### src/rtl/con1_eval_arbiter.sv
// Round-robin arbiter that time-shares one external con1 evaluation core between N_REQ requesters.
// One request is in flight at a time: grant, wait CORE_LAT cycles, then return {f1,f0} to the owner.
module con1_eval_arbiter #(
  parameter int unsigned N_REQ    = 4,
  parameter int unsigned CORE_LAT = 1
) (
  input  logic                 clk,
  input  logic                 rst,
  input  logic [N_REQ-1:0]     req_valid,
  input  logic [7*N_REQ-1:0]   req_vec,
  output logic [N_REQ-1:0]     req_ready,
  output logic [6:0]           core_in,
  input  logic [1:0]           core_out,
  output logic [N_REQ-1:0]     rsp_valid,
  output logic [1:0]           rsp_f,
  input  logic                 rsp_ready,
  output logic                 busy
);

  localparam int unsigned PtrW = (N_REQ > 1) ? $clog2(N_REQ) : 1;
  localparam logic [N_REQ-1:0] OneHot0 = {{(N_REQ-1){1'b0}}, 1'b1};

  typedef enum logic [1:0] {StIdle, StWait, StResp} state_e;

  state_e            state_q, state_d;
  logic [PtrW-1:0]   rr_ptr_q, rr_ptr_d;
  logic [PtrW-1:0]   owner_q, owner_d;
  logic [3:0]        lat_cnt_q, lat_cnt_d;
  logic [6:0]        core_in_q, core_in_d;
  logic [N_REQ-1:0]  rsp_valid_q, rsp_valid_d;
  logic [1:0]        rsp_f_q, rsp_f_d;

  logic              gnt_found;
  logic [PtrW-1:0]   gnt_idx;
  logic [6:0]        gnt_vec;
  int unsigned       scan_idx;

  // Scan from rr_ptr upward with wrap; the first valid requester wins.
  always_comb begin
    gnt_found = 1'b0;
    gnt_idx   = '0;
    gnt_vec   = '0;
    scan_idx  = 0;
    for (int unsigned k = 0; k < N_REQ; k++) begin
      scan_idx = (32'(rr_ptr_q) + k) % N_REQ;
      if (!gnt_found && req_valid[scan_idx]) begin
        gnt_found = 1'b1;
        gnt_idx   = PtrW'(scan_idx);
      end
    end
    for (int unsigned k = 0; k < N_REQ; k++) begin
      if (gnt_found && (gnt_idx == PtrW'(k))) begin
        gnt_vec = req_vec[7*k +: 7];
      end
    end
  end

  always_comb begin
    state_d     = state_q;
    rr_ptr_d    = rr_ptr_q;
    owner_d     = owner_q;
    lat_cnt_d   = lat_cnt_q;
    core_in_d   = core_in_q;
    rsp_valid_d = rsp_valid_q;
    rsp_f_d     = rsp_f_q;
    req_ready   = '0;

    case (state_q)
      StIdle: begin
        if (gnt_found) begin
          req_ready = OneHot0 << gnt_idx;
          core_in_d = gnt_vec;
          owner_d   = gnt_idx;
          lat_cnt_d = 4'(CORE_LAT - 1);
          rr_ptr_d  = (gnt_idx == PtrW'(N_REQ - 1)) ? '0 : gnt_idx + PtrW'(1);
          state_d   = StWait;
        end
      end
      StWait: begin
        if (lat_cnt_q == 4'd0) begin
          rsp_f_d     = core_out;
          rsp_valid_d = OneHot0 << owner_q;
          state_d     = StResp;
        end else begin
          lat_cnt_d = lat_cnt_q - 4'd1;
        end
      end
      StResp: begin
        if (rsp_ready) begin
          rsp_valid_d = '0;
          state_d     = StIdle;
        end
      end
      default: state_d = StIdle;
    endcase
  end

  always_ff @(posedge clk) begin
    if (rst) begin
      state_q     <= StIdle;
      rr_ptr_q    <= '0;
      owner_q     <= '0;
      lat_cnt_q   <= '0;
      core_in_q   <= '0;
      rsp_valid_q <= '0;
      rsp_f_q     <= '0;
    end else begin
      state_q     <= state_d;
      rr_ptr_q    <= rr_ptr_d;
      owner_q     <= owner_d;
      lat_cnt_q   <= lat_cnt_d;
      core_in_q   <= core_in_d;
      rsp_valid_q <= rsp_valid_d;
      rsp_f_q     <= rsp_f_d;
    end
  end

  assign core_in   = core_in_q;
  assign rsp_valid = rsp_valid_q;
  assign rsp_f     = rsp_f_q;
  assign busy      = (state_q != StIdle);

endmodule

### config.mk
export PLATFORM = sky130hd
export DESIGN_NAME = con1_eval_arbiter
export DESIGN_NICKNAME = d
export VERILOG_FILES = /design/src/rtl/con1_eval_arbiter.sv
export SDC_FILE = /design/constraint.sdc
export NUM_CORES = 1
export LEC_CHECK = 0
export CAP_MARGIN = 20
export CORE_MARGIN = 3
export CORE_UTILIZATION = 59
export CTS_BUF_LIST = sky130_fd_sc_hd__clkbuf_4
export CTS_CLUSTER_DIAMETER = 80
export DETAILED_ROUTE_END_ITERATION = 7
export DONT_BUFFER_PORTS = 1
export PLACE_DENSITY = 0.78
export SLEW_MARGIN = 30
export SYNTH_ARGS = -nofsm -noshare
export SYNTH_HDL_FRONTEND = slang
export SYNTH_SLANG_ARGS = --single-unit
### constraint.sdc
create_clock -name clk -period 1.85 [get_ports clk]
set_clock_uncertainty 0.05 [all_clocks]
set_input_delay 0.2775 -clock clk [delete_from_list [all_inputs] [get_ports clk]]
set_output_delay 0.2775 -clock clk [all_outputs]
set_load 0.1 [all_outputs]
==> impl_results.md, run 1 <==
* Outcome: stopped before the end
* Failed at: global routing (5_1_grt)
* Tool error: [ERROR DPL-0038] Utilization greater than 100%, impossible to legalize
* Primary FF master, synth: dfxtp_1
* Warnings from Yosys at 0
* Register area share after synthesis at 33.4%
* Root buffer cell: clkbuf_4
* Routability cong. at ~0.89
* Worst EP Category: primary output
* Post-synth EDFFs at 0
* Die H at around 54 um
* DP Worst Slack at -0.265 ns
* Initial Util at approximately two thirds
* TritonCTS buffer count at 3
* Cell area after synthesis at 1380 sq um
* H-Tree Depth at 1
* DP Wirelength at 3130 um
* Post-synth ARST share at 0%
* Die W at 54.3 um
* Clock Path Buffers at 2
* # rows at 16
* Flop and latch count out of synthesis at 23
* Syn Inst Count at 155
* GR repair worst EP: req_ready[0]
* I/O Buffers at 0
* Mapped Nets at 198
* Clock sinks at 23
* Syn avg cell area at 8.90 sq um
* Largest net degree at the start of global routing at 13
* Cell variety after synth at 45
* Num ports at 55
* Placed cell area at 1790 sq um
## cells in the mapped netlist, types with 6 or more instances
cell,instances,area share (%)
a221oi_1,7,4.4
nor2b_1,7,3.2
o32ai_1,8,5.1
dfxtp_1,23,33
nand2_1,11,3.0
ha_1,6,5.4
nand3_1,6,2.2
nor2_1,6,1.6
o22ai_1,7,3.2
inv_1,10,2.7
mux2i_1,6,4.4
## kinds of logic after synthesis
family                     count (synthesis)  share of synthesized area [%]
AOI/OAI and AO/OA                         46                           26.1
adders and majority gates                  6                           5.44
buffers and inverters                     15                           4.17
DFF                                       23                           33.4
muxes                                      8                           5.99
and+or+nand+nor                           57                           24.9
## timing repair
| item | in CTS |
|---|---|
| endpoints found under the setup margin | 11 |
| hold buffers | 1 |
| pin swaps | 13 |
| endpoints found under the hold margin | 6 |
| buffers inserted | 10 |
| resized for setup | 25 |
## through the flow
step,hold WS (ns),cells,setup TNS [ns]
floorplan,0.375,155,-0.958
global placement,0.297,209,-0.463
detailed placement,0.298,209,-1.44
CTS,0.00363,224,-2.40
==> inputs of run 2 (changes only) <==
Settings changed: CORE_AREA from default to 3 3 64 66, CORE_MARGIN 3 to default, CORE_UTILIZATION 59 to default, CTS_BUF_LIST sky130_fd_sc_hd__clkbuf_4 to default, CTS_CLUSTER_DIAMETER 80 to default, DIE_AREA from default to 0 0 67 69, PLACE_DENSITY 0.78 to default, PLACE_DENSITY_LB_ADDON from default to 0.15.
Clock period 1.85 ns to 2.4 ns, I/O delays scaled along.
==> impl_results.md, run 2 <==
* Outcome: complete, no violations
* Least-Margin Pin Slew at 0.681 ns
* DP Wirelength at 2820 um (-9.8%)
* Critical path class: flop to output pin
* Synth Area in XOR/XNOR at 0% (unchanged)
* Die H at 69 um (+27%)
* Period utilization at 96.7%
* Crit end category: output pin
* Cell variety after synth at 45 (unchanged)
* I/O Buffers at 0 (unchanged)
* CTS tree: done
* First-pass GRT wire length at 6100 um
* Syn avg cell area at 8.90 sq um (unchanged)
* Peak Freq at 431 MHz
* Min cycle time layout at 2.32 ns
* DRC violations left at 0
* # setup viols final at 0
* Layout cells sized above 1 at 26.0%
* Main combinational cell family by area after synthesis: compound AO/OA/AOI/OAI gates
* Compound-cell area share of the yosys netlist at 26.1% (unchanged)
* Clock Path Buffers at 2 (unchanged)
* Number of flip-flops in the largest register at 7
* H-Tree Depth at 1 (unchanged)
* Max_cap viols at 0
* Fill cell count at 380
* Skew-Pair Late Insertion Delay at 0.27 ns
* Critical Path Fanout Max at 6
* Vias in the first global route at around 1300
* Overall Global Routing Usage at 16.6%
* Initial DRC count at 53
* # rows at 22 (+6)
* Die W at 67 um (+23%)
* Mapped Nets at 198 (unchanged)
* Setup TNS at 0 ns
* Largest net degree at the start of global routing at 16
* Vias per std cell at 5.87
* Hold WS at 0.0920 ns
* Worst setup SP type: flop
* Clock slew at reported path FFs at 0.09 ns
* Worst hold path class: primary input to flop
* Slew headroom at 54.3%
* Flop and latch count out of synthesis at 23 (unchanged)
* Core area at 3630 sq um
* Routability cong. at 0.780 (-12%)
* Initial antenna violation count at 0
* Primary FF master, synth: dfxtp_1
* Post-synth EDFFs at 0 (unchanged)
* Worst path required time at 1.99 ns
* Post-synth top area cell: dfxtp_1
* Global route total overflow at 0
* Ant. Diodes at 0
* Cell area after synthesis at 1380 sq um (unchanged)
* Via count at roughly 1300
* Commonest non-fill, non-tap cell in the layout: dfxtp_1
* Top-count cell post-synth: dfxtp_1
* Fin nets at 221
* ANT nets after route at 0
* Avg WL per Cell at 16.3 um
* Final Hold Viols at 0
* Register area share after synthesis at 33.4% (unchanged)
* Num ports at 55 (unchanged)
* Post-synthesis mux area share at 5.99% (unchanged)
* Leading post-synthesis cells by instance count: dfxtp_1 (23), nand2_1 (11), inv_1 (10)
* RSZ-0062 raised after global routing: false
* Yosys top cell area share at 33.4% (unchanged)
* Root buffer cell: clkbuf_8
* Die area at about 4600 sq um
* Pre-antenna DRT Iters at 4
* Post-synth ARST share at 0% (unchanged)
* Routed wire length at 3670 um
* Synth area leaders: dfxtp_1 (33%), ha_1 (5.4%), o32ai_1 (5.1%)
* Warnings from Yosys at 0 (unchanged)
* TritonCTS buffer count at 3 (unchanged)
* Most frequent cells in the layout: dfxtp_1 (22), buf_4 (19), nand2_1 (11), inv_1 (10), o32ai_1 (8)
* Adder-cell share of the synthesized area at 5.44% (unchanged)
* Area growth, synth to finish at 25.4%
* Count of pins over their slew limit at 0
* Clock sinks at 23 (unchanged)
* Worst reg-to-reg setup slack at 0.23 ns
* Initial Util at 37.9% (-28 points)
* Syn Inst Count at 155 (unchanged)
* Arrival time worst endpoint at around 1.9 ns
* Synth Area in Simple Gates at 24.9% (unchanged)
-- run 2: cell families (layout without fill, tap and decap cells) --
group / after synthesis / in the layout
fa+ha+maj: 6 / 6
compound gates: 46 / 46
buf+inv: 15 / 37
flops: 23 / 23
mux: 8 / 8
simple gates: 57 / 57
-- run 2: worst paths after layout --
| path | startpoint | endpoint | depth (start not counted) |
|---|---|---|---|
| max | rr_ptr_q[1]$_SDFFE_PP0P_ | req_ready[0] | 6 |
| min | rst | rr_ptr_q[1]$_SDFFE_PP0P_ | 1 |
| max reg2reg | rr_ptr_q[1]$_SDFFE_PP0P_ | core_in[2]$_SDFFE_PP0P_ | 7 |
| min reg2reg | rsp_valid[1]$_SDFFE_PP0P_ | rsp_valid[1]$_SDFFE_PP0P_ | 2 |
-- run 2: repair_timing --
action	in CTS	in global routing
cloned	0	0
buffers inserted	0	2
endpoints found under the setup margin	2	10
resized for setup	2	7
hold buffers	0	0
pin swaps	0	1
-- run 2: critical path, cell delays in order, from the launching register on --
cell,delay [ns]
dfxtp_4,0.37
or3b_1,0.41
o221a_2,0.18
inv_1,0.09
ha_1,0.21
and3_4,0.21
buf_12,0.17
-- run 2: through the flow --
step / utilization (%) / cell area, sq um / cells / worst slack [ns]
5_1_grt: 47.6 / 1730 / 225 / 0.00188
2_1_floorplan: - / 1390 / 155 / -0.0454
4_1_cts: 46.6 / 1690 / 223 / 0.0346
3_3_place_gp: 45.1 / 1640 / 219 / 0.160
6_report: 47.6 / 1730 / 225 / 0.0792
3_5_place_dp: 45.1 / 1640 / 219 / 0.135
-- run 2: cell type report --
| cell class | count | area (sq um) | share of cell area [%] |
|---|---|---|---|
| Sequential cell | 23 | 464 | 26.8 |
| Timing Repair Buffer | 23 | 223 | 12.9 |
| Tap cell | 48 | 60.1 | 3.47 |
| Clock buffer | 3 | 41.3 | 2.39 |
| Clock inverter | 1 | 5.00 | 0.289 |
| Multi-Input combinational cell | 117 | 898 | 52.0 |
| Inverter | 10 | 37.5 | 2.17 |
-- run 2: layer usage --
metal	routed length (um)	global-route usage (%)	vias to the layer above	part of all wire [%]
li1	-	-	636	-
met1	1570	20.9	629	43
met2	1820	28.4	54	50
met3	261	4.23	2	7.1
met4	17	2.70	0	0.46
met5	0	0	-	0
Power of run 2 is not shown: default switching activity piles up to over one toggle a cycle in this logic, so the estimate is an artifact.
==> inputs of run 3 (changes only) <==
Settings changed: CORE_AREA 3 3 64 66 to 2 2 63 65, DIE_AREA 0 0 67 69 to 0 0 65 67.
==> impl_results.md, run 3 (synthesized netlist as in run 2, its figures left out) <==
* CP Cell Sequence: mux2i_2 -> o221a_2 -> ha_1 -> inv_1 -> nor3_4 -> buf_12
* Worst path max stage delay at 0.38 ns (-0.03 ns)
* Slew headroom at 56.5% (+2.2 points)
* Period utilization at 96.2% (-0.51 points)
* Initial antenna violation count at 0 (unchanged)
* Clock slew at reported path FFs at 0.08 ns (about the same)
* Ant. Diodes at 0 (unchanged)
* Initial DRC count at 38 (-28%)
* Number of flip-flops in the largest register at 7 (unchanged)
* Most frequent cells in the layout: dfxtp_1 (22), buf_4 (18), nand2_1 (11), inv_1 (10), o32ai_1 (8)
* Initial Util at 38.2% (+0.29 points)
* Layout cells sized above 1 at 25.6% (-0.42 points)
* Final Hold Viols at 0 (unchanged)
* Hold_buf cts at 0 (unchanged)
* Vias per std cell at 5.67 (-3.5%)
* Global route total overflow at 0 (unchanged)
* Worst Hold Depth at 1 (unchanged)
* Worst path required time at 1.99 ns (about the same)
* Worst setup SP type: flop
* Overall Global Routing Usage at 16.4% (-0.25 points)
* Avg WL per Cell at 15.5 um (-4.5%)
* Die H at 67 um (-2.9%)
* R2R cell count at 7 (unchanged)
* Root buffer cell: clkbuf_8
* R2R Path End: core_in[6]$_SDFFE_PP0P_
* Crit end category: output pin
* Worst reg-to-reg setup slack at 0.16 ns (-0.07 ns)
* Core area at 3610 sq um (-0.76%)
* Pre-antenna DRT Iters at 4 (unchanged)
* TritonCTS buffer count at 3 (unchanged)
* Count of pins over their slew limit at 0 (unchanged)
* Skew-Pair Late Insertion Delay at 0.26 ns (about the same)
* ANT nets after route at 0 (unchanged)
* Area growth, synth to finish at 24.9%
* Commonest non-fill, non-tap cell in the layout: dfxtp_1
* Least-Margin Pin Slew at 0.648 ns (-0.0332 ns)
* Die W at 65 um (-3.0%)
* RSZ-0062 raised after global routing: true
* CP max stage cell: dfxtp_4
* Routed wire length at 3480 um (-5.0%)
* Peak Freq at 433 MHz (+0.53%)
* Arrival time worst endpoint at 1.90 ns (about the same)
* Outcome: complete, no violations
* Max_cap viols at 0 (unchanged)
* Routability cong. at 0.842 (+7.9%)
* Core Util, Final at 47.7% (+0.16 points)
* Setup TNS at 0 ns (unchanged)
* Die area at 4360 sq um (-5.8%)
* Beginning of the worst hold path: rst
* Num ports at 55 (unchanged)
* DRC violations left at 0 (unchanged)
* Total of cells resized after clock tree synthesis at 0 (-2)
* Vias in the first global route at 1204 (-6.5%)
* R2r startpoint: rr_ptr_q[1]$_SDFFE_PP0P_
* Fill cell count at 355 (-6.6%)
* Largest net degree at the start of global routing at 16 (unchanged)
* # rows at 22 (unchanged)
* Via count at 1269 (-3.9%)
* DP Wirelength at 2650 um (-6.0%)
* Min cycle time layout at 2.31 ns (-0.0123 ns)
* First-pass GRT wire length at 5580 um (-8.5%)
* # setup viols final at 0 (unchanged)
* H-Tree Depth at 1 (unchanged)
* Critical Path Fanout Max at 6 (unchanged)
* Critical path class: flop to output pin
* Worst Hold Endpoint: rr_ptr_q[0]$_SDFFE_PP0P_
* I/O Buffers at 0 (unchanged)
* CTS tree: done
* Post-CTS Setup Bufs at 0 (unchanged)
* Worst hold path class: primary input to flop
* Clock sinks at 23 (unchanged)
* Fin nets at 220 (-0.45%)
* Clock Path Buffers at 2 (unchanged)
run 3: metrics by stage:
step	instances	cell area, sq um	hold slack [ns]	setup slack [ns]
2_1_floorplan	155	1390	0.392	-0.0454
3_3_place_gp	220	1650	0.378	0.227
3_5_place_dp	220	1650	0.380	0.189
4_1_cts	224	1690	0.0965	0.00611
5_1_grt	224	1720	0.0862	-0.0246
6_report	224	1720	0.104	0.0915
run 3: worst max-delay path: cells and delay by family, from the launching register on:
| family | cells | cell delay (ns) |
|---|---|---|
| AOI/OAI and AO/OA | 1 | 0.28 |
| adders and majority gates | 1 | 0.20 |
| buffers and inverters | 2 | 0.30 |
| DFF | 1 | 0.38 |
| muxes | 1 | 0.24 |
| and+or+nand+nor | 1 | 0.22 |
run 3: cell type report:
cell class	instances	area (sq um)	area share [%]
Sequential cell	23	464	27.0
Clock inverter	1	5.00	0.291
Timing Repair Buffer	22	215	12.5
Inverter	10	37.5	2.18
Clock buffer	3	41.3	2.40
Multi-Input combinational cell	117	898	52.2
Tap cell	48	60.1	3.49
run 3: how the worst max path moves through the flow:
| stage | from | end | slack (ns) | cells past startpoint |
|---|---|---|---|---|
| 3_3_place_gp | rr_ptr_q[1]$_SDFFE_PP0P_ | core_in[0]$_SDFFE_PP0P_ | 0.23 | 7 |
| 4_1_cts | rr_ptr_q[1]$_SDFFE_PP0P_ | req_ready[0] | 0.006 | 6 |
| 2_1_floorplan | state_q[1]$_SDFFE_PP0P_ | req_ready[3] | -0.05 | 3 |
| 6_report | rr_ptr_q[1]$_SDFFE_PP0P_ | req_ready[3] | 0.09 | 6 |
| 3_5_place_dp | rr_ptr_q[1]$_SDFFE_PP0P_ | core_in[0]$_SDFFE_PP0P_ | 0.19 | 7 |
| 5_1_grt | rr_ptr_q[1]$_SDFFE_PP0P_ | req_ready[3] | -0.02 | 6 |
run 3: metal layers:
| layer | part of all wire (%) | track usage (%) |
|---|---|---|
| met5 | 0 | 0 |
| met4 | 0.98 | 5.85 |
| met2 | 47 | 25.8 |
| met3 | 5.2 | 3.72 |
| met1 | 46 | 21.8 |
Power of run 3 is left out for the same reason.
